### config.mk
export PLATFORM = sky130hd
export DESIGN_NAME = forward_hazard_unit
export DESIGN_NICKNAME = d
export VERILOG_FILES = /design/src/rtl/forward_hazard_unit_pkg.sv /design/src/rtl/forward_hazard_unit_hazard_slot.sv /design/src/rtl/forward_hazard_unit.sv
export SDC_FILE = /design/constraint.sdc
export NUM_CORES = 1
export LEC_CHECK = 0
export ABC_AREA = 1
export CORE_MARGIN = 4
export CORE_UTILIZATION = 45
export DETAILED_ROUTE_END_ITERATION = 8
export MAX_ROUTING_LAYER = met4
export PLACE_DENSITY = 0.7
export SYNTH_ARGS = -nofsm -noshare
export SYNTH_HDL_FRONTEND = slang
export SYNTH_SLANG_ARGS = --single-unit
### constraint.sdc
create_clock -name clk_i -period 4.57 [get_ports clk_i]
set_clock_uncertainty 0.05 [all_clocks]
set_input_delay 1.1425 -clock clk_i [delete_from_list [all_inputs] [get_ports clk_i]]
set_output_delay 1.1425 -clock clk_i [all_outputs]
set_load 0.05 [all_outputs]
### src/rtl/forward_hazard_unit_pkg.sv
// Shared definitions for the forwarding/hazard unit and the datapath operand muxes:
// mux select encodings, pipeline slot record and the forwarding priority function.
package forward_hazard_unit_pkg;

   localparam int DEF_REG_ADDR_W = 5;

   // Operand mux selects; 2'b11 is never produced.
   localparam logic [1:0] FWD_REGFILE = 2'b00;
   localparam logic [1:0] FWD_MEMWB   = 2'b01;
   localparam logic [1:0] FWD_EXMEM   = 2'b10;

   typedef struct packed {
      logic                      valid;
      logic [DEF_REG_ADDR_W-1:0] rs;
      logic [DEF_REG_ADDR_W-1:0] rt;
      logic [DEF_REG_ADDR_W-1:0] rd;
      logic                      regwrite;
      logic                      memread;
   } slot_t;

   localparam slot_t SLOT_BUBBLE = '0;

   // True when a slot will write a nonzero register equal to src.
   function automatic logic produces(input slot_t s, input logic [DEF_REG_ADDR_W-1:0] src);
      return s.valid && s.regwrite && (s.rd != '0) && (s.rd == src);
   endfunction

   // Most recent producer wins: the MEM slot is checked before the WB slot.
   function automatic logic [1:0] fwd_sel(input logic ex_valid,
                                          input logic [DEF_REG_ADDR_W-1:0] src,
                                          input slot_t mem, input slot_t wb);
      logic [1:0] sel;
      sel = FWD_REGFILE;
      if (ex_valid) begin
         if (produces(mem, src))     sel = FWD_EXMEM;
         else if (produces(wb, src)) sel = FWD_MEMWB;
      end
      return sel;
   endfunction

endpackage

### src/rtl/forward_hazard_unit_hazard_slot.sv
// One pipeline slot record; reset and bubble both clear it so no stale
// register numbers linger in an invalid slot.
module hazard_slot
   import forward_hazard_unit_pkg::*;
(
   input  logic  clk,
   input  logic  rst,
   input  logic  bubble,
   input  slot_t d,
   output slot_t q
);

   always_ff @(posedge clk or posedge rst) begin
      if (rst)         q <= SLOT_BUBBLE;
      else if (bubble) q <= SLOT_BUBBLE;
      else             q <= d;
   end

endmodule

### src/rtl/forward_hazard_unit.sv
// Forwarding select and load-use stall detection for a classic 5-stage pipeline,
// tracking the instructions in EX, MEM and WB as three shadow slots.
module forward_hazard_unit
   import forward_hazard_unit_pkg::*;
#(
   parameter int REG_ADDR_W = DEF_REG_ADDR_W,
   parameter int CNT_W      = 16
) (
   input  logic                  clk_i,
   input  logic                  rst_i,
   input  logic                  id_valid_i,
   input  logic [REG_ADDR_W-1:0] id_rs_i,
   input  logic [REG_ADDR_W-1:0] id_rt_i,
   input  logic [REG_ADDR_W-1:0] id_rd_i,
   input  logic                  id_regwrite_i,
   input  logic                  id_memread_i,
   input  logic                  flush_i,
   output logic [1:0]            forward_a_o,
   output logic [1:0]            forward_b_o,
   output logic                  stall_o,
   output logic [CNT_W-1:0]      stall_cnt_o
);

   slot_t id_slot, ex_q, mem_q, wb_q;
   logic  ex_bubble;
   logic  load_use;

   always_comb begin
      id_slot          = SLOT_BUBBLE;
      id_slot.valid    = id_valid_i;
      id_slot.rs       = id_rs_i;
      id_slot.rt       = id_rt_i;
      id_slot.rd       = id_rd_i;
      id_slot.regwrite = id_regwrite_i;
      id_slot.memread  = id_memread_i;
   end

   // A pending load in EX whose result the ID instruction needs; flush kills the consumer.
   assign load_use = ex_q.valid && ex_q.memread && ex_q.regwrite && (ex_q.rd != '0) &&
                     ((ex_q.rd == id_rs_i) || (ex_q.rd == id_rt_i));
   assign stall_o  = id_valid_i && !flush_i && load_use;

   assign ex_bubble = stall_o || flush_i || !id_valid_i;

   hazard_slot u_ex  (.clk(clk_i), .rst(rst_i), .bubble(ex_bubble), .d(id_slot), .q(ex_q));
   hazard_slot u_mem (.clk(clk_i), .rst(rst_i), .bubble(1'b0),      .d(ex_q),    .q(mem_q));
   hazard_slot u_wb  (.clk(clk_i), .rst(rst_i), .bubble(1'b0),      .d(mem_q),   .q(wb_q));

   assign forward_a_o = fwd_sel(ex_q.valid, ex_q.rs, mem_q, wb_q);
   assign forward_b_o = fwd_sel(ex_q.valid, ex_q.rt, mem_q, wb_q);

   always_ff @(posedge clk_i or posedge rst_i) begin
      if (rst_i)
         stall_cnt_o <= '0;
      else if (stall_o && (stall_cnt_o != {CNT_W{1'b1}}))
         stall_cnt_o <= stall_cnt_o + CNT_W'(1);
   end

   // Source fields of the older slots only matter in EX; memread only matters in EX.
   logic unused_slot_bits;
   assign unused_slot_bits = ^{mem_q.rt, mem_q.memread, wb_q.rs, wb_q.rt, wb_q.memread, ex_q.rt[0] & 1'b0};

endmodule

Word-level counts from Yosys, hierarchy flattened:

Cells that the tools add are included.
Widths: inputs -> output; s select.

* input port bits: 21
* output and inout port bits: 21
* register bits: 48

* reduce and logical (&&, ||, !) cells: 23
* multiplexer cells: 7
* add/subtract/negate cells: 1
* equality and inequality tests: 7

Operator list (count)
* $eq 5x5->1: 6
* $mux 18: 1
* $add 16x1->16 const B: 1
* $ne 16x16->1 const B: 1
* $logic_and 1x1->1: 15
* $reduce_bool 5->1: 3
* $mux 2: 4
* $logic_or 1x1->1: 3
* $logic_not 1->1: 2
* $mux 1: 2

Longest topological paths before layout:

Gate-level depths: netlist (run 1).

* depth in word-level cells: 8
* depth in mapped cells: 11

Modules after synthesis:

A second synthesis (run 1) with hierarchy kept.

* cell total of the unflattened synthesis: 413
* area, all modules: 3358.2 um2

By module, submodules not included
* hazard_slot: seq. area each 450.4 um2, instances 3, area an instance 615.6 um2, cells an instance 57
* forward_hazard_unit: seq. area each 400.4 um2, instances 1, area an instance 1511.4 um2, cells an instance 242

Worst setup path before layout (run 1):

OpenSTA, ideal clock, no wires.

* path kind: register to output
* from: register u_mem.q[2] (netlist name)
* to: output forward_a_o[1]
* stages on the path, launching flop included: 4
* path buffers: 0
* required time: 3.378 ns
* arrival time: 2.132 ns
* setup slack: 1.246 ns
* cell sequence: dfrtp_1 > xnor2_1 > nand4_1 > nor4_1

* word-level cells in the longest chain between the ends: 5
* elaborated cells between the ends (all ways): 6
* classes of those cells: eq/ne: 1; mux: 2; reduce/logical: 3

Ends and longest elaborated chain
* start, declared: RTL line forward_hazard_unit_hazard_slot.sv:10 `output slot_t q`
* start signal, assigned: RTL line forward_hazard_unit_hazard_slot.sv:14 `if (rst) q <= SLOT_BUBBLE;`
* start signal, assigned: RTL line forward_hazard_unit_hazard_slot.sv:15 `else if (bubble) q <= SLOT_BUBBLE;`
* start signal, assigned: RTL line forward_hazard_unit_hazard_slot.sv:16 `else q <= d;`
* $reduce_bool 5->1: RTL line forward_hazard_unit_pkg.sv:25 `return s.valid && s.regwrite && (s.rd != '0) && (s.rd == src);`
* $logic_and 1x1->1: RTL line forward_hazard_unit_pkg.sv:25
* $logic_and 1x1->1 (*): RTL line forward_hazard_unit_pkg.sv:25
* $mux 2 (*): RTL line forward_hazard_unit_pkg.sv:35 `if (produces(mem, src)) sel = FWD_EXMEM;`
* $mux 2 (*): RTL line forward_hazard_unit_pkg.sv:34 `if (ex_valid) begin`
* end, declared: RTL line forward_hazard_unit.sv:18 `output logic [1:0] forward_a_o,`

Every way passes the cells marked *; elsewhere a longest branch is shown, timed or not.

Worst setup path in the final report (run 1):

* from: input id_rs_i[4]
* to: output stall_o

* word-level cells in the longest chain between the ends: 4

Ends and longest elaborated chain
* start, declared: RTL line forward_hazard_unit.sv:12 `input logic [REG_ADDR_W-1:0] id_rs_i,`
* $eq 5x5->1: RTL line forward_hazard_unit.sv:40 `((ex_q.rd == id_rs_i) || (ex_q.rd == id_rt_i));`
* $logic_or 1x1->1: RTL line forward_hazard_unit.sv:40
* $logic_and 1x1->1: RTL line forward_hazard_unit.sv:39 `assign load_use = ex_q.valid && ex_q.memread && ex_q.regwrite && (ex_q.rd != '0) &&`
* $logic_and 1x1->1: RTL line forward_hazard_unit.sv:41 `assign stall_o = id_valid_i && !flush_i && load_use;`
* end, declared: RTL line forward_hazard_unit.sv:20 `output logic stall_o,`

No other way between the ends.

==> results of run 1 <==
==> critical path: cells and delay by family <==
family,cells,cell delay [ns]
buffers and inverters,4,0.81
and+or+nand+nor,6,0.57
==> stage by stage <==
stage / instances / hold slack (ns) / instance area (um^2)
2_1_floorplan: 304 / 0.304 / 2440
3_3_place_gp: 412 / 0.311 / 2910
3_5_place_dp: 412 / 0.318 / 2910
4_1_cts: 420 / 0.339 / 3000
5_1_grt: 420 / 0.359 / 3000
6_report: 420 / 0.336 / 3000
==> Yosys cell counts <==
| cell | instances | area (um^2) |
|---|---|---|
| nand2_1 | 91 | 342 |
| dfrtp_1 | 48 | 1200 |
| inv_1 | 43 | 161 |
| nor2_1 | 40 | 150 |
| xor2_1 | 17 | 149 |
| xnor2_1 | 15 | 131 |
| nand3_1 | 13 | 65.1 |
| nor3_1 | 8 | 40.0 |
| nand4_1 | 7 | 43.8 |
| inv_2 | 4 | 15.0 |
| nor4_1 | 3 | 18.8 |
| a21oi_1 | 2 | 10.0 |
| buf_4 | 2 | 15.0 |
| o21ai_0 | 2 | 10.0 |
| a211oi_1 | 1 | 7.51 |
| buf_6 | 1 | 11.3 |
| ha_1 | 1 | 12.5 |
| nand3_2 | 1 | 10.0 |
| nand3b_1 | 1 | 7.51 |
| nand4_2 | 1 | 12.5 |
| nor2_2 | 1 | 6.26 |
| nor2_4 | 1 | 11.3 |
| o21bai_1 | 1 | 7.51 |
==> state kept, by name, summed over array words and instances, names as in the netlist <==
register and count:
stall_cnt_o 16, u_ex.q 18, u_wb.q 7, u_mem.q 7
==> cell usage in the layout, fill, tap and decap left out, drive strengths merged <==
cell type       n
a211oi          1
nand3b          1
ha              1
nor3            8
xnor2          15
nand4           8
nor4            3
inv            47
nand2          91
o21ai           2
xor2           17
nand3          14
clkinv          3
o21bai          1
a21oi           2
clkdlybuf4s50  40
clkbuf          5
dfrtp          48
nor2           42
buf             1
==> kinds of logic after synthesis <==
| group | after synthesis | synth area share (%) |
|---|---|---|
| AOI/OAI and AO/OA | 6 | 1.44 |
| xor gates and xnor gates | 32 | 11.5 |
| buffers and inverters | 50 | 8.31 |
| DFF | 48 | 49.3 |
| and+or+nand+nor | 167 | 29.0 |
| adders and majority gates | 1 | 0.513 |
==> layout make-up <==
class                           instances  area [um^2]  share of cell area [%]
Clock buffer                            5         68.8                    2.30
Clock inverter                          3         18.8                   0.627
Inverter                               47          176                    5.89
Multi-Input combinational cell        206         1030                    34.5
Sequential cell                        48         1200                    40.1
Tap cell                               70         87.6                    2.92
Timing Repair Buffer                   41          408                    13.6
==> final timing paths <==
kind | from | to
min in group asynchronous | rst_i | u_wb.q[17]
setup / recovery | id_rs_i[4] | stall_o
hold reg to reg | u_mem.q[17] | u_wb.q[17]
hold / removal | u_mem.q[17] | u_wb.q[17]
setup reg to reg | stall_cnt_o[0] | stall_cnt_o[10]
max in group asynchronous | rst_i | u_wb.q[3]
==> routing by layer <==
metal / global-route usage [%] / vias to the layer above / share of wire (%)
li1: - / 1011 / -
met1: 23.4 / 889 / 49
met2: 27.1 / 26 / 47
met3: 3.40 / 8 / 2.9
met4: 6.15 / 0 / 1.9
met5: - / - / 0
==> power breakdown <==
part / leakage, nW / internal [mW] / switching, mW / total, mW
Sequential: 0.652 / 0.435 / 0.0116 / 0.447
Clock: 0.0479 / 0.107 / 0.140 / 0.247
Combinational: 0.830 / 0.0331 / 0.0351 / 0.0681
==> results.toml, run 1 <==
[synthesis]
avgSynthCellArea_um2 = 8.02
ys_ff_latch = 48
synth_nets = 326
seq_area_frac_synth_pct = 49.3
netlist_area_um2 = 2440
yosys_warnings = 0
ys_types = 23
syn_inst = 304

[layout]
n_antenna_cell = 0
fin_util_pct = 57.9
area_delta_synth_final_pct = 22.8
n_fill_cell = 486
fin_nets = 371
drive_gt1_share_pct = 5.14

[clock_network]
cts_hold_buf = 0
clockRootBuffer = "clkbuf_8"
clock_path_buffers = 2
clk_pin_slew_worst_paths_ns = 0.09
cts_tree = "built"
htree_levels = 2
clock-sinks = 48
cts_setup_buffers = 0
clk_latency_ns = 0.30
cts_buffers = 5
postCtsResizedCells = 0

[die]
dieWidth_um = 81.6
start_util_pct = 47.1
rows = 26
coreArea_um2 = 5170
ios = 42
die_h_um = 81.6
die-area_um2 = 6660

[critical_path]
crit_chain = "clkdlybuf4s50_1 > inv_1 > nand2_1 > nand2_1 > nor2_1 > nand3_1 > nand2_1 > nand3_2 > inv_1 > buf_4"
cp_data_required_time_ns = 3.38
reg2reg_slack_ns = 2.73
cp_common_cell = "nand2_1"
critPathSlowestCell = "clkdlybuf4s50_1"
worstPathMaxFanout = 3
slowest_delay_ns = 0.48
start_kind = "primary input"
critPathArrivalTime_ns = 2.53
r2r_cells = 7
worstSetupPathType = "in2out"
critPathCaptureType = "output port"

[sta]
max_freq_mhz = 269
period_share_pct = 81.4
setup_violations = 0
hold_viol_final = 0
layout_min_cycle_time_ns = 3.72
setup_tns_ns = 0
slew_headroom_pct = 36.6
tightest_slew_ns = 0.950
maxSlewViolCount = 0
rsz0062_at_grt = "no"
postLayoutSetupSlackWorst_ns = 0.850

[routing]
routed_via_density = 4.60
drtAntennaViolNets = 0
drc = 0
routed_wl_mm = 4.96
drt_iter0_markers = 52
vias = 1934
first_pass_iters = 4
wire_per_inst_um = 11.8

[global_routing]
grt_usage_pct = 17.6
grt_pass1_vias = 1925
grt_pass1_wl_mm = 8.77
gr-total-overflow = 0
grt_max_degree = 49
antenna_found_initial = 0

[power_and_ir_drop]
total_power_mw = 0.762
powerDensity_nw_per_um2 = 254
ir_worst_vdd_mv = 0.129
p_leak_nw = 1.53

[run_status]
outcome = "completed"

[job]
maxCapViolCount = 0

[place]
numPortBuffers = 41
place_ws_ns = 0.842
dp_hpwl_mm = 3.78
gp_routability_congestion = 0.857

[worst_hold_path]
whs_path_depth = 0
hold_class = "reg2reg"
No activity file was read; power rests on OpenSTA's default activity.
==> run 2: changes to the inputs <==
- clock period: 4.57 -> 3.8 ns (I/O delays scaled with it)
==> results.toml, run 2 (synthesis gave the netlist of run 1 again) <==
[layout]
largest_reg_flops = 18
drive_gt1_share_pct = 5.14
fin_nets = 371
area_delta_synth_final_pct = 23.8
final_cell_mix = "nand2_1, dfrtp_1, inv_1"
final_area_um2 = 3020
mostFrequentLayoutCell = "nand2_1"
n_antenna_cell = 0
reg_top3 = "u_ex.q: 18 flops, stall_cnt_o: 16 flops"
top_register = "u_ex.q"

[run_status]
outcome = "completed"

[die]
dieWidth_um = 81.6
rows = 26
coreArea_um2 = 5170
ios = 42
die-area_um2 = 6660
die_h_um = 81.6
start_util_pct = 47.1

[worst_hold_path]
whs_path_depth = 0
hold_start = "u_mem.q[17]"
hold_end = "u_wb.q[17]"
hold_class = "reg2reg"

[critical_path]
reg2reg_slack_ns = 1.96
critPathSlowestCell = "clkdlybuf4s50_1"
worstSetupPathType = "in2out"
r2r-end = "stall_cnt_o[2]"
critPathLaunch = "id_rs_i[4]"
cp_data_required_time_ns = 2.80
crit_chain = "clkdlybuf4s50_1 > inv_1 > nand2_1 > nand2_1 > nor2_1 > nand3_1 > nand2_1 > nand3_2 > inv_1 > buf_12"
critPathArrivalTime_ns = 2.29
cp_common_cell = "nand2_1"
worstPathMaxFanout = 3
slowest_delay_ns = 0.48
start_kind = "primary input"
critPathCaptureType = "output port"
r2r-start = "stall_cnt_o[0]"
r2r_cells = 7

[routing]
wire_per_inst_um = 11.6
wl_met3_um = 211
routed_wl_mm = 4.87
route.met2.wl_mm = 2.22
routed_via_density = 4.60
drt_iter0_markers = 108
vias = 1934
top_layer = "met4"
drtAntennaViolNets = 0
drt-met1-wl_mm = 2.35
first_pass_iters = 4
drc = 0

[clock_network]
cts_tree = "built"
clockRootBuffer = "clkbuf_8"
clk_pin_slew_worst_paths_ns = 0.08
cts_hold_buf = 0
clk_latency_ns = 0.31
postCtsResizedCells = 0
clock-sinks = 48
cts_buffers = 5
clock_path_buffers = 2
cts_setup_buffers = 0
htree_levels = 2

[global_routing]
grt_usage_pct = 17.2
antenna_found_initial = 0
gr-total-overflow = 0
grt_pass1_vias = 1873
grt_max_degree = 49
grt_pass1_wl_mm = 8.51

[sta]
rsz0062_at_grt = "no"
fin_hold_ws_ns = 0.335
setup_tns_ns = 0
period_share_pct = 86.7
tightest_slew_ns = 0.941
slew_headroom_pct = 37.2
setup_violations = 0
layout_min_cycle_time_ns = 3.29
maxSlewViolCount = 0
max_freq_mhz = 304
hold_viol_final = 0

[power_and_ir_drop]
p_leak_nw = 1.53
power.share.sequential_pct = 57.2
combPwrFrac_pct = 8.8
p_sw_mw = 0.229
switching_share_pct = 24.3
powerDensity_nw_per_um2 = 311
total_power_mw = 0.939
ir_worst_vdd_mv = 0.152
clockPowerShare_pct = 34.0
p_int_mw = 0.711

[place]
dpl_cell_area_um2 = 2920
numPortBuffers = 41
dp_hpwl_mm = 3.69
gp_routability_congestion = 0.868

[job]
maxCapViolCount = 0
## run 2: changes by cell type in the layout (fill, tap and decap cells not counted)
| cell | change |
|---|---|
| buf_12 | +1 |
| clkbuf_8 | +1 |
| clkinvlp_4 | +2 |
| buf_4 | -1 |
| clkinv_2 | -2 |
| clkinv_4 | -1 |
## run 2: worst max path at each step
stage	end	slack (ns)	cells past startpoint
2_1_floorplan	forward_a_o[1]	0.67	3
3_3_place_gp	stall_o	0.51	10
3_5_place_dp	stall_o	0.52	10
4_1_cts	stall_o	0.50	10
5_1_grt	forward_a_o[0]	0.41	5
6_report	stall_o	0.51	10
## run 2: layout make-up
class,instances,area (um^2)
clock buffer,6,82.6
clock inverter,2,15.0
inverter,47,176
tap,70,87.6
fill,479,2150
multi-input combinational,206,1030
sequential,48,1200
timing repair buffer,41,420
## run 2: stage by stage
stage	utilization, %	setup slack (ns)	instances
finish	58.3	0.506	420
global route	58.3	0.408	420
global placement	56.5	0.510	412
CTS	58.3	0.504	420
floorplan	-	0.668	304
detailed placement	56.5	0.519	412
## run 2: power groups by stage
stage,registers (mW),clock network (mW),logic [mW]
after global placement,0.547,0,0.0822
after detailed placement,0.548,0,0.0835
after global routing,0.540,0.354,0.0934
after CTS,0.538,0.328,0.0839
final,0.537,0.320,0.0823
after floorplan,0.544,0,0.0502
## run 2: per-layer routing
layer / GRT usage [%] / vias to the layer above
met1: 22.7 / 877
met3: 3.84 / 8
li1: - / 1015
met2: 26.1 / 34
met5: - / -
met4: 6.48 / 0
## run 2: worst max-delay path, delay by kind of cell
kind | cells | cell delay [ns]
buffers and inverters | 4 | 0.80
AND/OR/NAND/NOR | 6 | 0.54
==> run 3: changes to the inputs <==
- CORE_ASPECT_RATIO: default -> 1.5
- CTS_BUF_LIST: default -> sky130_fd_sc_hd__clkbuf_4
==> results.toml, run 3 (synthesis gave the netlist of run 1 again) <==
[routing]
wire_per_inst_um = 12.4
drtAntennaViolNets = 0
drt_iter0_markers = 45
first_pass_iters = 4
routed_via_density = 4.71
vias = 1968
routed_wl_mm = 5.17
drc = 0

[sta]
period_share_pct = 88.5
maxSlewViolCount = 0
rsz0062_at_grt = "no"
setup_tns_ns = 0
tightest_slew_ns = 0.948
slew_headroom_pct = 36.7
hold_viol_final = 0
max_freq_mhz = 297
layout_min_cycle_time_ns = 3.36
setup_violations = 0

[power_and_ir_drop]
p_sw_mw = 0.223
clockPowerShare_pct = 32.7
combPwrFrac_pct = 9.1
powerDensity_nw_per_um2 = 308
p_leak_nw = 1.53
switching_share_pct = 24.1
power.share.sequential_pct = 58.1
total_power_mw = 0.925
ir_worst_vdd_mv = 0.187
p_int_mw = 0.702

[clock_network]
cts_setup_buffers = 0
postCtsResizedCells = 0
htree_levels = 2
clockRootBuffer = "clkbuf_4"
cts_tree = "built"
cts_hold_buf = 0
clk_latency_ns = 0.36
clk_pin_slew_worst_paths_ns = 0.14
clock_path_buffers = 2
clock-sinks = 48
cts_buffers = 5

[place]
gp_routability_congestion = 0.858
dp_hpwl_mm = 3.93
numPortBuffers = 41

[layout]
fin_nets = 371
drive_gt1_share_pct = 4.86
top_register = "u_ex.q"
mostFrequentLayoutCell = "nand2_1"
largest_reg_flops = 18
n_fill_cell = 496
area_delta_synth_final_pct = 22.9
reg_top3 = "u_ex.q: 18 flops, stall_cnt_o: 16 flops"
n_antenna_cell = 0
final_cell_mix = "nand2_1, dfrtp_1, inv_1"

[job]
maxCapViolCount = 0

[critical_path]
critPathCaptureType = "output port"
worstSetupPathType = "in2out"
worstPathMaxFanout = 3
cp_data_required_time_ns = 2.80
start_kind = "primary input"
critPathArrivalTime_ns = 2.36

[global_routing]
antenna_found_initial = 0
gr-total-overflow = 0
grt_usage_pct = 18.0
grt_pass1_wl_mm = 8.96
grt_pass1_vias = 2027
grt_max_degree = 49

[worst_hold_path]
hold_class = "reg2reg"

[die]
die-area_um2 = 6690
dieWidth_um = 68.1
ios = 42
start_util_pct = 46.9
coreArea_um2 = 5200
die_h_um = 98.2
rows = 32

[run_status]
outcome = "completed"
## run 3: metrics by stage
| step | setup slack, ns | instance area, um^2 | util, % | hold WS [ns] | std cells |
|---|---|---|---|---|---|
| 6_report | 0.437 | 3000 | 57.6 | 0.347 | 418 |
| 5_1_grt | 0.241 | 3000 | 57.6 | 0.361 | 418 |
| 4_1_cts | 0.414 | 3000 | 57.6 | 0.352 | 418 |
| 3_5_place_dp | 0.413 | 2920 | 56.1 | 0.320 | 410 |
| 3_3_place_gp | 0.455 | 2920 | 56.1 | 0.309 | 410 |
| 2_1_floorplan | 0.668 | 2440 | - | 0.304 | 304 |
## run 3: power by group through the flow
stage | logic (mW) | registers, mW | clock network, mW
2_1_floorplan | 0.0502 | 0.544 | 0
3_3_place_gp | 0.0860 | 0.547 | 0
3_5_place_dp | 0.0865 | 0.547 | 0
4_1_cts | 0.0868 | 0.538 | 0.316
5_1_grt | 0.0965 | 0.540 | 0.330
6_report | 0.0845 | 0.537 | 0.303
## run 3: layer usage
layer	vias up	share of wire [%]	GRT usage [%]
met5	-	0	-
met4	0	1.7	5.36
met1	914	41	19.7
li1	1015	-	-
met3	8	2.5	3.57
met2	31	55	31.8
## run 3: worst paths after layout
kind	depth (start not counted)	startpoint	slack (ns)	endpoint
min in group asynchronous	2	rst_i	1.05	u_mem.q[17]
worst max register to register	7	stall_cnt_o[0]	1.92	stall_cnt_o[4]
worst max-delay path	10	id_rt_i[1]	0.44	stall_o
worst min-delay path	0	u_ex.q[1]	0.35	u_mem.q[1]
max in group asynchronous	2	rst_i	2.06	stall_cnt_o[3]
worst min register to register	0	u_ex.q[1]	0.35	u_mem.q[1]
## run 3: cell type report
class / instances / area (um^2) / area share [%]
well taps: 68 / 85.1 / 2.84
inverters: 47 / 176 / 5.88
clock inverters: 3 / 42.5 / 1.42
flip-flops and latches: 48 / 1200 / 40.1
repair buffers: 41 / 420 / 14.0
multi-input cells: 206 / 1030 / 34.5
clock buffers: 5 / 37.5 / 1.25
## run 3: worst max-delay path: stages
cell and delay (ns):
clkdlybuf4s50_1 0.50, inv_1 0.06, nand2_1 0.05, nand2_1 0.05, nor2_1 0.15, nand3_1 0.09, nand2_1 0.14, nand3_2 0.11
inv_1 0.12, buf_12 0.14
